[src/rtl/plot_pkg.sv]
// Shared types and defaults for the sprite plotting serialiser.
package plot_pkg;

  typedef enum logic [1:0] {S_IDLE, S_ERASE, S_DRAW, S_DONE} plot_state_e;

  localparam int DEF_SCREEN_W  = 160;
  localparam int DEF_SCREEN_H  = 120;
  localparam int DEF_BG_COLOUR = 0;

  function automatic int pix_count(input int size);
    return size * size;
  endfunction

endpackage

[src/rtl/rr_arbiter.sv]
// Combinational round-robin picker: first requester at or after ptr wins.
module rr_arbiter #(
  parameter  int N  = 4,
  localparam int IW = (N > 1) ? $clog2(N) : 1
) (
  input  logic [N-1:0]  req,
  input  logic [IW-1:0] ptr,
  output logic [N-1:0]  gnt,
  output logic [IW-1:0] idx
);

  // Scan offsets from farthest to nearest so the nearest requester overwrites.
  always_comb begin
    gnt = '0;
    idx = '0;
    for (int i = N - 1; i >= 0; i--) begin
      if (req[(int'(ptr) + i) % N]) begin
        gnt = '0;
        gnt[(int'(ptr) + i) % N] = 1'b1;
        idx = IW'((int'(ptr) + i) % N);
      end
    end
  end

endmodule

[src/rtl/sprite_plot_arbiter.sv]
// Serialises sprite move requests into erase-then-draw pixel sweeps for a
// single vga_adapter write port, granting channels round-robin.
module sprite_plot_arbiter
  import plot_pkg::*;
#(
  parameter int NUM_SPRITES = 4,
  parameter int X_W         = 8,
  parameter int Y_W         = 7,
  parameter int COLOUR_W    = 3,
  parameter int SIZE        = 4,
  parameter int SCREEN_W    = DEF_SCREEN_W,
  parameter int SCREEN_H    = DEF_SCREEN_H,
  parameter int BG_COLOUR   = DEF_BG_COLOUR
) (
  input  logic                            clk,
  input  logic                            reset_n,
  input  logic [NUM_SPRITES-1:0]          req,
  input  logic [NUM_SPRITES-1:0]          hide,
  input  logic [NUM_SPRITES*X_W-1:0]      x_in,
  input  logic [NUM_SPRITES*Y_W-1:0]      y_in,
  input  logic [NUM_SPRITES*COLOUR_W-1:0] colour_in,
  output logic [NUM_SPRITES-1:0]          ack,
  output logic [X_W-1:0]                  x_out,
  output logic [Y_W-1:0]                  y_out,
  output logic [COLOUR_W-1:0]             colour_out,
  output logic                            plot,
  output logic                            busy
);

  localparam int IW = (NUM_SPRITES > 1) ? $clog2(NUM_SPRITES) : 1;
  localparam int SW = (SIZE > 1) ? $clog2(SIZE) : 1;
  localparam logic [SW-1:0]       LAST  = SW'(SIZE - 1);
  localparam logic [X_W:0]        X_LIM = (X_W + 1)'(SCREEN_W);
  localparam logic [Y_W:0]        Y_LIM = (Y_W + 1)'(SCREEN_H);
  localparam logic [COLOUR_W-1:0] BG    = COLOUR_W'(BG_COLOUR);

  logic [NUM_SPRITES-1:0][X_W-1:0]      x_arr;
  logic [NUM_SPRITES-1:0][Y_W-1:0]      y_arr;
  logic [NUM_SPRITES-1:0][COLOUR_W-1:0] col_arr;
  assign x_arr   = x_in;
  assign y_arr   = y_in;
  assign col_arr = colour_in;

  plot_state_e                     state_q, state_d;
  logic [IW-1:0]                   g_q, g_d, rr_ptr_q, rr_ptr_d;
  logic [X_W-1:0]                  nx_q, nx_d;
  logic [Y_W-1:0]                  ny_q, ny_d;
  logic [COLOUR_W-1:0]             ncol_q, ncol_d;
  logic                            hide_q, hide_d;
  logic [NUM_SPRITES-1:0]          drawn_q, drawn_d;
  logic [NUM_SPRITES-1:0][X_W-1:0] old_x_q, old_x_d;
  logic [NUM_SPRITES-1:0][Y_W-1:0] old_y_q, old_y_d;
  logic [SW-1:0]                   dx_q, dx_d, dy_q, dy_d;
  logic [NUM_SPRITES-1:0]          ack_q, ack_d;
  logic [X_W-1:0]                  x_out_q, x_out_d;
  logic [Y_W-1:0]                  y_out_q, y_out_d;
  logic [COLOUR_W-1:0]             col_out_q, col_out_d;
  logic                            plot_q, plot_d;

  logic [NUM_SPRITES-1:0] gnt;
  logic [IW-1:0]          gnt_idx;
  logic                   pix_en, last;
  logic [X_W-1:0]         base_x;
  logic [Y_W-1:0]         base_y;
  logic [COLOUR_W-1:0]    pix_col;
  logic [X_W:0]           sum_x;
  logic [Y_W:0]           sum_y;

  rr_arbiter #(.N(NUM_SPRITES)) u_arb (
    .req(req),
    .ptr(rr_ptr_q),
    .gnt(gnt),
    .idx(gnt_idx)
  );

  // Output registers carry the pixel addressed by the *next* counter value,
  // so the first pixel of a sweep is already on the port the cycle after grant.
  always_comb begin
    state_d  = state_q;
    g_d      = g_q;
    nx_d     = nx_q;
    ny_d     = ny_q;
    ncol_d   = ncol_q;
    hide_d   = hide_q;
    drawn_d  = drawn_q;
    old_x_d  = old_x_q;
    old_y_d  = old_y_q;
    rr_ptr_d = rr_ptr_q;
    dx_d     = dx_q;
    dy_d     = dy_q;
    ack_d    = '0;
    pix_en   = 1'b0;
    base_x   = nx_q;
    base_y   = ny_q;
    pix_col  = ncol_q;
    last     = (dx_q == LAST) && (dy_q == LAST);

    case (state_q)
      S_IDLE: begin
        if (|req) begin
          g_d    = gnt_idx;
          nx_d   = x_arr[gnt_idx];
          ny_d   = y_arr[gnt_idx];
          ncol_d = col_arr[gnt_idx];
          hide_d = |(gnt & hide);
          dx_d   = '0;
          dy_d   = '0;
          if (|(gnt & drawn_q)) begin
            state_d = S_ERASE;
            pix_en  = 1'b1;
            base_x  = old_x_q[gnt_idx];
            base_y  = old_y_q[gnt_idx];
            pix_col = BG;
          end else if (|(gnt & hide)) begin
            state_d = S_DONE;
            ack_d   = gnt;
          end else begin
            state_d = S_DRAW;
            pix_en  = 1'b1;
            base_x  = x_arr[gnt_idx];
            base_y  = y_arr[gnt_idx];
            pix_col = col_arr[gnt_idx];
          end
        end
      end
      S_ERASE: begin
        base_x  = old_x_q[g_q];
        base_y  = old_y_q[g_q];
        pix_col = BG;
        if (!last) begin
          pix_en = 1'b1;
          if (dx_q == LAST) begin
            dx_d = '0;
            dy_d = dy_q + 1'b1;
          end else begin
            dx_d = dx_q + 1'b1;
          end
        end else if (hide_q) begin
          state_d    = S_DONE;
          ack_d[g_q] = 1'b1;
        end else begin
          state_d = S_DRAW;
          dx_d    = '0;
          dy_d    = '0;
          pix_en  = 1'b1;
          base_x  = nx_q;
          base_y  = ny_q;
          pix_col = ncol_q;
        end
      end
      S_DRAW: begin
        if (!last) begin
          pix_en = 1'b1;
          if (dx_q == LAST) begin
            dx_d = '0;
            dy_d = dy_q + 1'b1;
          end else begin
            dx_d = dx_q + 1'b1;
          end
        end else begin
          state_d    = S_DONE;
          ack_d[g_q] = 1'b1;
        end
      end
      S_DONE: begin
        if (hide_q) begin
          drawn_d[g_q] = 1'b0;
        end else begin
          drawn_d[g_q] = 1'b1;
          old_x_d[g_q] = nx_q;
          old_y_d[g_q] = ny_q;
        end
        rr_ptr_d = (g_q == IW'(NUM_SPRITES - 1)) ? '0 : g_q + 1'b1;
        state_d  = S_IDLE;
      end
      default: state_d = S_IDLE;
    endcase

    sum_x     = {1'b0, base_x} + (X_W + 1)'(dx_d);
    sum_y     = {1'b0, base_y} + (Y_W + 1)'(dy_d);
    plot_d    = pix_en && (sum_x < X_LIM) && (sum_y < Y_LIM);
    x_out_d   = pix_en ? sum_x[X_W-1:0] : x_out_q;
    y_out_d   = pix_en ? sum_y[Y_W-1:0] : y_out_q;
    col_out_d = pix_en ? pix_col : col_out_q;
  end

  always_ff @(posedge clk or negedge reset_n) begin
    if (!reset_n) begin
      state_q   <= S_IDLE;
      g_q       <= '0;
      rr_ptr_q  <= '0;
      nx_q      <= '0;
      ny_q      <= '0;
      ncol_q    <= '0;
      hide_q    <= 1'b0;
      drawn_q   <= '0;
      old_x_q   <= '0;
      old_y_q   <= '0;
      dx_q      <= '0;
      dy_q      <= '0;
      ack_q     <= '0;
      x_out_q   <= '0;
      y_out_q   <= '0;
      col_out_q <= '0;
      plot_q    <= 1'b0;
    end else begin
      state_q   <= state_d;
      g_q       <= g_d;
      rr_ptr_q  <= rr_ptr_d;
      nx_q      <= nx_d;
      ny_q      <= ny_d;
      ncol_q    <= ncol_d;
      hide_q    <= hide_d;
      drawn_q   <= drawn_d;
      old_x_q   <= old_x_d;
      old_y_q   <= old_y_d;
      dx_q      <= dx_d;
      dy_q      <= dy_d;
      ack_q     <= ack_d;
      x_out_q   <= x_out_d;
      y_out_q   <= y_out_d;
      col_out_q <= col_out_d;
      plot_q    <= plot_d;
    end
  end

  assign ack        = ack_q;
  assign x_out      = x_out_q;
  assign y_out      = y_out_q;
  assign colour_out = col_out_q;
  assign plot       = plot_q;
  assign busy       = (state_q != S_IDLE);

endmodule

[config.mk]
export PLATFORM = sky130hd
export DESIGN_NAME = sprite_plot_arbiter
export DESIGN_NICKNAME = d
export VERILOG_FILES = /design/src/rtl/plot_pkg.sv /design/src/rtl/rr_arbiter.sv /design/src/rtl/sprite_plot_arbiter.sv
export SDC_FILE = /design/constraint.sdc
export NUM_CORES = 1
export LEC_CHECK = 0
export CORE_ASPECT_RATIO = 1.75
export CORE_UTILIZATION = 40
export DETAILED_ROUTE_END_ITERATION = 7
export PLACE_DENSITY = 0.65
export RECOVER_POWER = 100
export SYNTH_ARGS = -nofsm -noshare
export SYNTH_HDL_FRONTEND = slang
export SYNTH_SLANG_ARGS = --single-unit
[constraint.sdc]
create_clock -name clk -period 7.6 [get_ports clk]
set_input_delay 0.76 -clock clk [delete_from_list [all_inputs] [get_ports clk]]
set_output_delay 0.76 -clock clk [all_outputs]
set_load 0.005 [all_outputs]
==> out/qor.csv <==
stage,metric,value,unit
outcome,status,"complete, but fails checks",
outcome,failing checks,"max-capacitance violations, max-slew violations",
detailed_routing,Post-DRT Antenna Nets,0,
detailed_routing,drt pass-1 iters,5,
worst_setup_path,Setup crit start kind,flip-flop,
clocking,CTS buffer count,17,
yosys,Mapped Cells,804,
place,gpl congestion,0.871,
place,placed instance area,9250,um^2
place,Placed Cells,1115,
global_routing,aggregate global-route resource usage,22.6,%
worst_setup_path,CP Capture Type,flip-flop,
detailed_routing,drt total wl,21600,um
yosys,Post-synth EDFFs,0,
global_routing,first-pass GRT wire length,35700,um
power_and_ir_drop,Leakage,4.25,nW
worst_setup_path,crit-path cells,clkinv_1 > ha_1 > mux4_2 > a2111oi_0 > nor3_1 > a2111oi_4 > clkbuf_1 > mux2_1 > a211oi_4 > a2111o_1 > a211oi_2 > a311o_1 > and4_1,
worst_setup_path,r2r setup slk,0.84,ns
clocking,clock-pin slew on the worst setup and hold paths,0.06,ns
yosys,top_reg_cell synth,dfrtp_1,
power_and_ir_drop,VDD IR max,0.231,mV
power_and_ir_drop,combinational power share,61.0,%
detailed_routing,drt wl/cell,18.8,um
yosys,Yosys reg bits,116,
final_layout,Final Non-Filler Cells,1147,
clocking,deepest clock path buffer count,2,
worst_setup_path,WP data arrival,7.05,ns
yosys,distinct cell type count after synthesis,71,
sta,clock skew,0.00861,ns
clocking,cts hold-fix bufs,0,
power_and_ir_drop,switching power,0.00227,W
sta,setup ws final,0.843,ns
sta,setup violators final,0,
worst_setup_path,worst reg2reg endpoint,plot,
worst_setup_path,Worst Path Max Fanout,25,
yosys,most common cell in the netlist,nand2_1,
clocking,clk_lat worst skew,0.42,ns
yosys,sequential fraction of the synthesis area,36.2,%
worst_setup_path,critical path data required time,7.90,ns
power_and_ir_drop,Pint,0.00276,W
sta,slew at the pin closest to its max-slew limit,3.54,ns
place,number of port buffers,105,
worst_setup_path,R2R cell count,13,
final_layout,Layout Nets,996,
yosys,Area contributors post-synth,"dfrtp_1 (36%), mux2_2 (13%), mux2i_1 (8.6%)",
yosys,Synth top cells by count,"nand2_1 (134), dfrtp_1 (116), mux2_2 (90)",
yosys,post-synth top area cell,dfrtp_1,
yosys,"Async S/R FF share, synth",100,%
detailed_routing,routed vias,6574,
hold_path,WHS Endpoint,colour_out[0],
worst_setup_path,critical path class,flip-flop to flip-flop,
sta,Tcrit/Tclk final,88.9,%
global_routing,largest net degree at the start of global routing,69,
final_layout,share of layout cells above drive strength 1,18.3,%
global_routing,initial antenna violation count,0,
detailed_routing,DRT iter0 DRCs,437,
final_layout,Final Instance Area,9800,um^2
hold_path,Hold Crit Class,flip-flop to flip-flop,
hold_path,hold depth,2,
floorplan,die height,189,um
clocking,CTS resizes,0,
global_routing,vias in the first global route,6755,
power_and_ir_drop,Clk pwr share,15.6,%
sta,relative slew slack,-136,%
clocking,setup bufs post-CTS,0,
detailed_routing,DRC Markers,0,
worst_setup_path,Max stage delay on crit path,0.84,ns
hold_path,hold wc startpoint,colour_out[0],
clocking,H-tree levels,4,
floorplan,core area,19700,um^2
global_routing,total grt overflow,0,
yosys,Synthesis Warnings,0,
worst_setup_path,Top delay family on crit path,compound AO/OA/AOI/OAI gates,
worst_setup_path,Worst Path Buf+Inv,2,
flow_run,max_cap viols,3,
sta,post-layout min period,6.76,ns
yosys,Syn Area/Cell,9.98,um^2
floorplan,Die ar.,20600,um^2
yosys,Synth top area share,36.2,%
yosys,Post-Synthesis Cell Area,8020,um^2
place,pre-CTS setup slack,1.24,ns
sta,RSZ-0062 raised after global routing,false,
sta,Slew Limit Fails,139,
clocking,Root Buffer,clkbuf_16,
floorplan,Initial Util,40.8,%
worst_setup_path,reg2reg start,rr_ptr_q[0],
power_and_ir_drop,share of power burned in registers,23.4,%
floorplan,Core Rows,68,
worst_setup_path,Slowest cell on crit path,a2111oi_4,
final_layout,n_diodes,0,
final_layout,Area growth syn-to-layout,22.2,%
power_and_ir_drop,switch share,45.1,%
power_and_ir_drop,Pwr Density,514,nW/um^2
yosys,Synth Net Count,911,
floorplan,boundary pin count,106,
sta,hold slack,0.483,ns
sta,Max Freq,148,MHz
floorplan,Die X,109,um
detailed_routing,drt via density,5.73,
sta,Final Hold Viols,0,
clocking,clock sink count,116,
clocking,CTS tree,yes,
sta,setup TNS,0,ns
place,HPWL after DPL,15200,um
worst min-delay path, stage by stage, from the launching register on:
cell,delay [ns]
dfrtp_1,0.34
nand2_1,0.05
o21ai_0,0.06
through the flow:
stage	utilization [%]	power [W]
after global routing	49.9	0.00544
after floorplan	-	0.00346
final	49.9	0.00504
after detailed placement	47.1	0.00430
after CTS	50.0	0.00510
after global placement	47.1	0.00425
cell families after synthesis:
logic type      Yosys count  share of synthesized area, %
buf+inv                  72                          4.15
fa+ha+maj                25                          4.09
mux                     182                          27.2
flops                   116                          36.2
compound gates          173                          14.9
xor+xnor                 11                          1.20
simple gates            225                          12.3
how the worst max path moves through the flow:
stage,start,cells after the start,slack (ns),end
floorplan,rr_ptr_q[0],21,2.25,plot
global placement,rr_ptr_q[0],18,1.41,plot
detailed placement,rr_ptr_q[0],16,1.24,plot
CTS,rr_ptr_q[0],16,1.23,plot
global route,rr_ptr_q[0],13,0.46,plot
finish,rr_ptr_q[0],13,0.84,plot
cell usage in the layout, fill, tap and decap left out, types with 9 or more instances in the layout:
cell type / n
a21oi_1: 29
a22oi_1: 9
buf_4: 9
clkbuf_16: 17
clkdlybuf4s50_1: 79
dfrtp_1: 116
dlygate4sd3_1: 25
ha_1: 23
inv_1: 19
mux2_2: 86
mux2i_1: 69
mux4_2: 18
nand2_1: 134
nor2_1: 45
o21ai_0: 68
area by class of cell:
| cell class | count | area (um^2) |
|---|---|---|
| well taps | 245 | 307 |
| clock inverters | 13 | 135 |
| repair buffers | 118 | 1130 |
| fillers | 1796 | 9850 |
| inverters | 20 | 75.1 |
| flip-flops and latches | 116 | 2900 |
| clock buffers | 19 | 443 |
| multi-input cells | 616 | 4810 |
metal layers:
metal	vias to the layer above	part of all wire [%]	global-route usage (%)
met5	-	0	0
li1	3089	-	-
met2	185	55	40.9
met3	49	3.2	3.03
met1	3251	39	26.0
met4	0	3.2	9.41
state kept, by name, indices dropped and copies added, names as in the netlist, 3 cells and up, named ones only:
name and count:
old_x_q 32, old_y_q 28, nx_q 8, x_out 8, ny_q 7, y_out 7, ack 4, colour_out 3
ncol_q 3
power groups by stage:
stage          Clock (W)  Combinational, W  Sequential [W]
2_1_floorplan          0           0.00238         0.00108
3_3_place_gp           0           0.00307         0.00118
3_5_place_dp           0           0.00312         0.00118
4_1_cts         0.000794           0.00313         0.00118
5_1_grt         0.000826           0.00339         0.00122
6_report        0.000786           0.00307         0.00118
No activity file was read; power rests on OpenSTA's default activity.
